--- src/rtl/ttt_pkg.sv ---
// Shared types, grid constants and line masks for the tic-tac-toe board controller.
// Also holds the cursor-step helper so movement rules live in one place.
package ttt_pkg;

  typedef enum logic [1:0] {
    PLAY  = 2'd0,
    CHECK = 2'd1,
    DONE  = 2'd2
  } state_e;

  typedef enum logic [2:0] {
    DIR_NONE  = 3'd0,
    DIR_UP    = 3'd1,
    DIR_DOWN  = 3'd2,
    DIR_LEFT  = 3'd3,
    DIR_RIGHT = 3'd4
  } dir_e;

  localparam int NUM_CELLS = 9;
  localparam int GRID      = 3;
  localparam int NUM_LINES = 8;

  // Rows 0-2, columns 3-5, main diagonal 6, anti-diagonal 7.
  localparam logic [NUM_CELLS-1:0] LINE_MASK [0:NUM_LINES-1] = '{
    9'h007, 9'h038, 9'h1C0,
    9'h049, 9'h092, 9'h124,
    9'h111, 9'h054
  };

  // Apply one direction to a row-major cell index; edges wrap or saturate.
  function automatic logic [3:0] cursor_step(input logic [3:0] idx,
                                             input dir_e       dir,
                                             input logic       wrap);
    logic [3:0] row;
    logic [3:0] col;
    row = idx / 4'(GRID);
    col = idx % 4'(GRID);
    case (dir)
      DIR_UP: begin
        if (row != 4'd0)    row = row - 4'd1;
        else if (wrap)      row = 4'(GRID - 1);
      end
      DIR_DOWN: begin
        if (row != 4'(GRID - 1)) row = row + 4'd1;
        else if (wrap)           row = 4'd0;
      end
      DIR_LEFT: begin
        if (col != 4'd0)    col = col - 4'd1;
        else if (wrap)      col = 4'(GRID - 1);
      end
      DIR_RIGHT: begin
        if (col != 4'(GRID - 1)) col = col + 4'd1;
        else if (wrap)           col = 4'd0;
      end
      default: ;
    endcase
    return row * 4'(GRID) + col;
  endfunction

  function automatic logic [NUM_CELLS-1:0] idx_to_onehot(input logic [3:0] idx);
    return 9'b1 << idx;
  endfunction

endpackage

--- src/rtl/ttt_win_detect.sv ---
// Combinational three-in-a-row detector over the board occupancy vector.
// Reports whether any line is complete and the lowest-indexed complete line, one-hot.
module ttt_win_detect
  import ttt_pkg::*;
(
  input  logic [NUM_CELLS-1:0] occupied,
  output logic                 any_win,
  output logic [NUM_LINES-1:0] line_onehot
);

  logic [NUM_LINES-1:0] hits;

  always_comb begin
    hits = '0;
    for (int i = 0; i < NUM_LINES; i++) begin
      hits[i] = ((occupied & LINE_MASK[i]) == LINE_MASK[i]);
    end
  end

  // Scan downwards so the lowest matching line is the one left standing.
  always_comb begin
    line_onehot = '0;
    for (int i = NUM_LINES - 1; i >= 0; i--) begin
      if (hits[i]) line_onehot = 8'b1 << i;
    end
  end

  assign any_win = |hits;

endmodule

--- src/rtl/ttt_board_ctrl.sv ---
// Game sequencer: owns board occupancy and cursor, takes single-cycle button pulses,
// places marks and latches the first completed line. All outputs come from flops.
module ttt_board_ctrl
  import ttt_pkg::*;
#(
  parameter int CURSOR_INIT = 4,
  parameter bit WRAP        = 1'b1
) (
  input  logic                 clk,
  input  logic                 reset,
  input  logic                 btn_up,
  input  logic                 btn_down,
  input  logic                 btn_left,
  input  logic                 btn_right,
  input  logic                 btn_center,
  input  logic                 btn_new,
  output logic [NUM_CELLS-1:0] occupied,
  output logic [NUM_CELLS-1:0] cursor_onehot,
  output logic                 place_pulse,
  output logic [3:0]           move_count,
  output logic                 win,
  output logic [NUM_LINES-1:0] win_line
);

  localparam logic [3:0] CUR_IDX_INIT = 4'(CURSOR_INIT);

  state_e                 state_q, state_d;
  logic [NUM_CELLS-1:0]   occ_q, occ_d;
  logic [3:0]             cur_idx_q, cur_idx_d;
  logic [NUM_CELLS-1:0]   cur_oh_q, cur_oh_d;
  logic                   pulse_q, pulse_d;
  logic [3:0]             cnt_q, cnt_d;
  logic                   win_q, win_d;
  logic [NUM_LINES-1:0]   line_q, line_d;

  logic                   det_any;
  logic [NUM_LINES-1:0]   det_line;
  dir_e                   dir_sel;
  logic                   place_ok;

  ttt_win_detect u_win_detect (
    .occupied    (occ_q),
    .any_win     (det_any),
    .line_onehot (det_line)
  );

  // Only the highest-priority direction survives: up > down > left > right.
  always_comb begin
    dir_sel = DIR_NONE;
    if (btn_up)         dir_sel = DIR_UP;
    else if (btn_down)  dir_sel = DIR_DOWN;
    else if (btn_left)  dir_sel = DIR_LEFT;
    else if (btn_right) dir_sel = DIR_RIGHT;
  end

  assign place_ok = btn_center && !occ_q[cur_idx_q];

  always_ff @(posedge clk) begin
    if (reset) begin
      state_q   <= PLAY;
      occ_q     <= '0;
      cur_idx_q <= CUR_IDX_INIT;
      cur_oh_q  <= idx_to_onehot(CUR_IDX_INIT);
      pulse_q   <= 1'b0;
      cnt_q     <= 4'd0;
      win_q     <= 1'b0;
      line_q    <= '0;
    end else begin
      state_q   <= state_d;
      occ_q     <= occ_d;
      cur_idx_q <= cur_idx_d;
      cur_oh_q  <= cur_oh_d;
      pulse_q   <= pulse_d;
      cnt_q     <= cnt_d;
      win_q     <= win_d;
      line_q    <= line_d;
    end
  end

  // Next-state: btn_new beats everything; CHECK always lasts exactly one cycle.
  always_comb begin
    state_d = state_q;
    if (btn_new) begin
      state_d = PLAY;
    end else begin
      case (state_q)
        PLAY:    if (place_ok) state_d = CHECK;
        CHECK:   state_d = det_any ? DONE : PLAY;
        DONE:    state_d = DONE;
        default: state_d = PLAY;
      endcase
    end
  end

  // Board, cursor and result updates; a center press always swallows any move.
  always_comb begin
    occ_d     = occ_q;
    cur_idx_d = cur_idx_q;
    cur_oh_d  = cur_oh_q;
    pulse_d   = 1'b0;
    cnt_d     = cnt_q;
    win_d     = win_q;
    line_d    = line_q;
    if (btn_new) begin
      occ_d     = '0;
      cur_idx_d = CUR_IDX_INIT;
      cur_oh_d  = idx_to_onehot(CUR_IDX_INIT);
      cnt_d     = 4'd0;
      win_d     = 1'b0;
      line_d    = '0;
    end else begin
      case (state_q)
        PLAY: begin
          if (btn_center) begin
            if (place_ok) begin
              occ_d   = occ_q | idx_to_onehot(cur_idx_q);
              pulse_d = 1'b1;
              cnt_d   = (cnt_q == 4'(NUM_CELLS)) ? cnt_q : cnt_q + 4'd1;
            end
          end else if (dir_sel != DIR_NONE) begin
            cur_idx_d = cursor_step(cur_idx_q, dir_sel, WRAP);
            cur_oh_d  = idx_to_onehot(cur_idx_d);
          end
        end
        CHECK: begin
          if (det_any) begin
            win_d  = 1'b1;
            line_d = det_line;
          end
        end
        default: ;
      endcase
    end
  end

  always_comb begin
    occupied      = occ_q;
    cursor_onehot = cur_oh_q;
    place_pulse   = pulse_q;
    move_count    = cnt_q;
    win           = win_q;
    win_line      = line_q;
  end

endmodule

--- config.mk ---
export PLATFORM = sky130hd
export DESIGN_NAME = ttt_board_ctrl
export DESIGN_NICKNAME = d
export VERILOG_FILES = /design/src/rtl/ttt_pkg.sv /design/src/rtl/ttt_win_detect.sv /design/src/rtl/ttt_board_ctrl.sv
export SDC_FILE = /design/constraint.sdc
export NUM_CORES = 1
export LEC_CHECK = 0
export CORE_MARGIN = 4
export CORE_UTILIZATION = 50
export CTS_BUF_LIST = sky130_fd_sc_hd__clkbuf_8
export CTS_CLUSTER_DIAMETER = 80
export DETAILED_ROUTE_END_ITERATION = 16
export GPL_TIMING_DRIVEN = 0
export MAX_ROUTING_LAYER = met4
export PLACE_DENSITY_LB_ADDON = 0.12
export SKIP_LAST_GASP = 1
export SLEW_MARGIN = 40
export SYNTH_ARGS = -nofsm -noshare
export SYNTH_HDL_FRONTEND = slang
export SYNTH_SLANG_ARGS = --single-unit
--- constraint.sdc ---
create_clock -name clk -period 11.1 [get_ports clk]
set_input_delay 2.22 -clock clk [delete_from_list [all_inputs] [get_ports clk]]
set_output_delay 2.22 -clock clk [all_outputs]
set_load 0.005 [all_outputs]
==> summary.md <==
| Metric | Value |
|---|---|
| Status | `complete, no violations` |
| Power density of the placed cells | `230 nW/um2` |
| Post-synthesis average cell area | `8.15 um2` |
| Synthesized area | `2510 um2` |
| Number of gates given a new drive strength after cts | `0` |
| Area delta synth->final | `23.7%` |
| Clock insertion delay at the later pin of the skew report | `0.29 ns` |
| Most area-hungry cell type in the Yosys netlist | `dfxtp_1` |
| CTS root buf | `clkbuf_8` |
| Unrepaired setup endpoints after global routing | `no` |
| Worst EP arrival | `6.33 ns` |
| Post-Syn Nets | `332` |
| Rows | `25` |
| Reg2reg end | `cursor_onehot[0]` |
| Setup repair bufs after CTS | `0` |
| Number of max-capacitance violations reported | `0` |
| Total Routing Usage GR | `21.6%` |
| Yosys cell types | `62` |
| Maximum frequency from static timing analysis | `0.164 GHz` |
| Global route total overflow | `0` |
| TritonCTS clock tree | `yes` |
| Fin Clk Skew | `0.00209 ns` |
| Critical path data required time | `11.33 ns` |
| Width of the die | `78.9 um` |
| Total number of vias | `2388` |
| Number of cells on the worst hold path | `2` |
| Worst Setup End Kind | `register` |
| Final period utilization | `55.0%` |
| Clock tree buffer depth | `2` |
| Startpoint of the lowest-slack hold path | `cursor_onehot[8]` |
| Post-Route Hold Slack | `0.454 ns` |
| End point of the worst hold path | `cursor_onehot[8]` |
| # diodes | `0` |
| Cts bufs inserted | `5` |
| Startpoint of the worst register-to-register path | `cur_idx_q[3]` |
| Worst slew margin relative to its limit | `56.2%` |
| Ys flop type | `dfxtp_1` |
| Min cycle time layout | `6.10 ns` |
| Initial Util | `52.5%` |
| Layout net count | `377` |
| Chip Height | `78.9 um` |
| Number of antenna-violating nets in the routed design | `0` |
| Cell area reported after detailed placement | `2980 um2` |
| Core Box Area | `4790 um2` |
| Worst min-delay path class | `reg -> reg` |
| Fraction of layout cells with a size suffix above 1 | `8.22%` |
| Top-Level Pins | `40` |
| Residual DRC | `0` |
| Total length of routed wires | `6010 um` |
| Total Die Area | `6220 um2` |
| Overall power | `714 uW` |
| Final setup violation count | `0` |
| Number of enable flip-flop cells after synthesis | `0` |
| Number of iterations in the first detailed-routing pass | `4` |
| Total of warnings raised by yosys | `0` |
| DR vias/cell | `5.69` |
| Worst setup path class | `reg -> reg` |
| CP max FO | `10` |
| P_leak | `0.00117 uW` |
| Most instantiated library cell after synthesis | `dfxtp_1` |
| Register-to-register setup slack | `5.00 ns` |
| Port Buffers | `38` |
| Largest vdd supply drop | `0.000109 V` |
| Number of antenna violations at the first check in global routing | `0` |
| Synth Register Bits | `38` |
| Cell depth of the worst flop-to-flop path | `26` |
| Placer's final routability congestion estimate | `0.897` |
| Total negative slack for setup checks | `0 ns` |
| Kind of start point of the critical path | `register` |
| Violation count after the first detailed-routing iteration | `123` |
| Final std cell area, no fill | `3110 um2` |
| Number of hold buffers added after CTS | `0` |
| Placed wire-length estimate | `4340 um` |
| Clock H-tree levels | `2` |
| Maximum number of pins on one net before global-route repair | `12` |
| Leading post-synthesis cells by instance count | `dfxtp_1 (38), nor2_1 (33), a21oi_1 (28), nand2_1 (24), inv_1 (16)` |
| Wire per inst | `14.3 um` |
| Post-synthesis instance total | `308` |
| Ranking of synthesized cells by area | `dfxtp_1 (30%), ha_1 (6.5%), a21oi_1 (5.6%)` |
| Post-CTS clock slew at the launch and capture registers of the worst setup and hold paths | `0.07 ns` |
| Global-route wire length before repair | `10700 um` |
| Clock sinks | `38` |
| Post-synth top area share | `30.3%` |
| Number of global-route vias before repair | `2259` |
| Share of the yosys chip area belonging to registers | `30.3%` |
| Count of final hold-check violations | `0` |
| Final number of max-transition violations | `0` |
| Async S/R FF share, synth | `0%` |
| Slew at the pin with the worst max-slew slack | `0.656 ns` |
| Fillcell total | `438` |
==> cell families after synthesis <==
logic type,Yosys count,share of synthesized area [%]
flops,38,30.3
fa+ha+maj,16,8.87
compound gates,88,24.3
simple gates,119,23.8
mux,7,3.94
buf+inv,33,6.13
xor+xnor,7,2.74
==> layer usage <==
layer | GRT usage (%) | share of wire (%)
met1 | 29.3 | 49
met3 | 2.83 | 2.7
met4 | 7.39 | 1.0
met5 | - | 0
met2 | 33.3 | 47
==> cells in the final DEF, fill, tap and decap left out, drive strengths merged, types with 2 or more instances in the layout <==
master         count
nand3b             2
and2               4
buf                9
clkbuf            14
a21oi             29
nor3              12
ha                13
a22oi              3
o211ai             4
xnor2              2
nor4b              3
o31ai              4
fa                 3
nand2             24
o22ai              2
a31oi              3
mux4               2
a211oi             4
nor3b              4
nor4               3
clkdlybuf4s50     38
a21o               3
o21ai             14
nor2              33
o2111ai            2
o21bai             2
mux2i              5
nor2b              6
a32o               7
inv               16
nand3             13
xor2               5
dfxtp             38
or2                4
and3               3
nand2b             5
==> per-stage QoR <==
stage	worst slack, ns	util (%)	std cells
after floorplan	5.71	-	308
final	5.00	64.9	420
after CTS	5.02	64.7	420
after global routing	4.51	64.9	420
after detailed placement	5.06	62.3	413
after global placement	5.10	62.2	413
==> worst max path at each step <==
stage	startpoint	to	slack, ns	depth (start not counted)
after CTS	cur_idx_q[3]	cursor_onehot[0]	5.02	27
after floorplan	cur_idx_q[3]	cursor_onehot[0]	5.71	27
final	cur_idx_q[3]	cursor_onehot[0]	5.00	26
after global placement	cur_idx_q[3]	cursor_onehot[3]	5.10	27
after global routing	cur_idx_q[3]	cursor_onehot[6]	4.51	26
after detailed placement	cur_idx_q[3]	cursor_onehot[0]	5.06	27
==> worst max-delay path, cell delays in order, from the launching register on <==
cell and delay (ns):
dfxtp_1 0.31, buf_4 0.17, nor2b_2 0.28, ha_1 0.24, buf_4 0.18, nand2b_1 0.11, o22a_1 0.18, or2_1 0.13
buf_6 0.12, inv_1 0.04, ha_1 0.16, clkbuf_1 0.21, a211oi_1 0.25, nand2_1 0.26, xor2_1 0.39, inv_1 0.17
ha_1 0.24, a21oi_2 0.23, nand3_1 0.11, o211ai_1 0.12, a21oi_1 0.12, fa_1 0.47, fa_1 0.65, inv_1 0.08
or4_1 0.56, inv_1 0.10, a32o_1 0.15
==> state kept, by name, summed over array words and instances, names as in the netlist <==
register / flops
occupied: 9
place_pulse: 1
win_line: 8
state_q: 2
cur_idx_q: 4
cursor_onehot: 9
win: 1
move_count: 4
==> final cells by class <==
type / instances / area, um2 / area share (%)
multi-input combinational: 237 / 1620 / 52.0
sequential: 38 / 761 / 24.5
timing repair buffer: 38 / 380 / 12.2
buffer: 17 / 93.8 / 3.02
tap: 67 / 83.8 / 2.70
clock buffer: 6 / 82.6 / 2.66
inverter: 16 / 60.1 / 1.93
clock inverter: 1 / 30.0 / 0.967
==> report_power, final <==
group          switching, uW  leakage [uW]  internal (uW)
Sequential              8.03      0.000307            147
Clock                   48.0     0.0000573           71.9
Combinational            276      0.000809            163
Total                    332       0.00117            382
Power figures use the tool's default switching activity.
==> edit (same settings) <==
Change the package constant `NUM_CELLS` from 9 to 18.
--- a/src/rtl/ttt_pkg.sv
+++ b/src/rtl/ttt_pkg.sv
@@ -17,5 +17,5 @@
   } dir_e;
 
-  localparam int NUM_CELLS = 9;
+  localparam int NUM_CELLS = 18;
   localparam int GRID      = 3;
   localparam int NUM_LINES = 8;
Ports: changed (resized cursor_onehot and occupied); port bits go from 40 to 58. The function was not compared with the original's and may differ.
==> edit against the unedited design <==
  * Area after synthesis grew 17%
  * Combinational power grew 81%
  * Power grew 58%
  * Sequential cell count grew 14
  * Wire length grew 16%
  * Final area grew 18%
  * Worst setup slack lost 0.29 ns
  * Die area grew 15%
  * Highest routed layer unchanged
==> edit: results (changes against the unedited design) <==
[run_status]
outcome=complete, no violations  ; unchanged

[place]
place_inst=486  ; was 413
placed_cell_area_mm2=0.00356  ; was 0.00298 mm²
post-dp-hpwl_um=5270  ; was 4340 µm
dp_slack_ns=4.73  ; was 5.06 ns

[cells_and_area]
buffer_area_frac=0.177  ; was 0.153
finish.net_count=446  ; was 377
regArea_mm2=0.00104  ; was 761 µm²
multi_input_area_share=0.470  ; was 0.520
clkbuf_count=5  ; was 6
drive_gt1_frac=0.0687  ; was 0.0822
buffers=74  ; was 55
multi_input_cells=270  ; was 237
final.fill_count=542  ; was 438
clkCellAreaFrac=0.0250  ; was 0.0362

[global_routing]
grt_max_degree=18  ; was 12
use_met3=0.0422  ; was 0.0283
met1_usage=0.281  ; was 0.293
grtUsageTotal=0.209  ; was 0.216

[drt]
num_vias=2737  ; was 2388
dr_wl_met2_um=3160  ; was 2820 µm
drt_wl_total_um=6980  ; was 6010 µm
wl_met1_um=3250  ; was 2970 µm
drt_iter0_drc=186  ; was 123

[pwr]
combPwrFrac=0.701  ; was 0.615
p_leak_uw=0.00136  ; was 0.00117 µW
ir_drop_v=0.000335  ; was 0.000109 V

[synth]
ys_top_cells_by_area=dfxtp_1 36%, a21oi_1 6.8%, nor2_1 6.3%  ; was dfxtp_1 30%, ha_1 6.5%, a21oi_1 5.6%
synth_seq_area_share=0.355  ; was 0.303
synthXorXnorAreaFrac=0.0299  ; was 0.0274
synth-adder-area-share=0.0802  ; was 0.0887
syn-instance-count=358  ; was 308
synth.distinct_cells=59  ; was 62
synthTopCellsByCount=52 x dfxtp_1, 49 x nor2_1, 40 x a21oi_1  ; was 38 x dfxtp_1, 33 x nor2_1, 28 x a21oi_1

[cts]
path_clk_slew_ns=0.10  ; was 0.07 ns
insertion_delay_ns=0.31  ; was 0.29 ns
cts.sink_count=52  ; was 38

[timing]
finClkSkew_ns=0.00892  ; was 0.00209 ns
worstMarginPinSlew_ns=0.646  ; was 0.656 ns
whs_ns=0.451  ; was 0.454 ns
period_needed_ns=6.39  ; was 6.10 ns

[floorplanning]
rows=27  ; was 25

[worst_setup_path]
reg2reg_from=cur_idx_q[2]$_SDFFE_PP1P_  ; was cur_idx_q[3]$_SDFFE_PP0P_
critPathArrivalTime_ns=6.65  ; was 6.33 ns

## edit: cell count changes in the layout (fill, tap and decap cells not counted), moves of 4 or more
cell             change
a22o_1               +6
nand2_1             +11
dfxtp_1             +14
conb_1               +4
clkdlybuf4s50_1     +15
a32o_1               -7
a21oi_1             +12
xnor2_1              +4
nor2_1              +16
## edit: critical path, stage by stage, from the launching register on
cell and delay (ns):
dfxtp_1 0.51, nand2b_2 0.18, inv_2 0.15, ha_1 0.15
inv_1 0.04, ha_1 0.25, buf_4 0.20, o211ai_1 0.09
o21ai_0 0.14, ha_1 0.22, clkbuf_1 0.19, or3_1 0.41
buf_6 0.15, xnor2_1 0.47, ha_1 0.28, a31oi_1 0.16
o21ai_0 0.13, a21oi_1 0.09, a311oi_1 0.32, fa_1 0.50
fa_1 0.45, xnor2_1 0.15, xnor2_1 0.27, xor2_1 0.50
buf_6 0.22, a22o_1 0.14
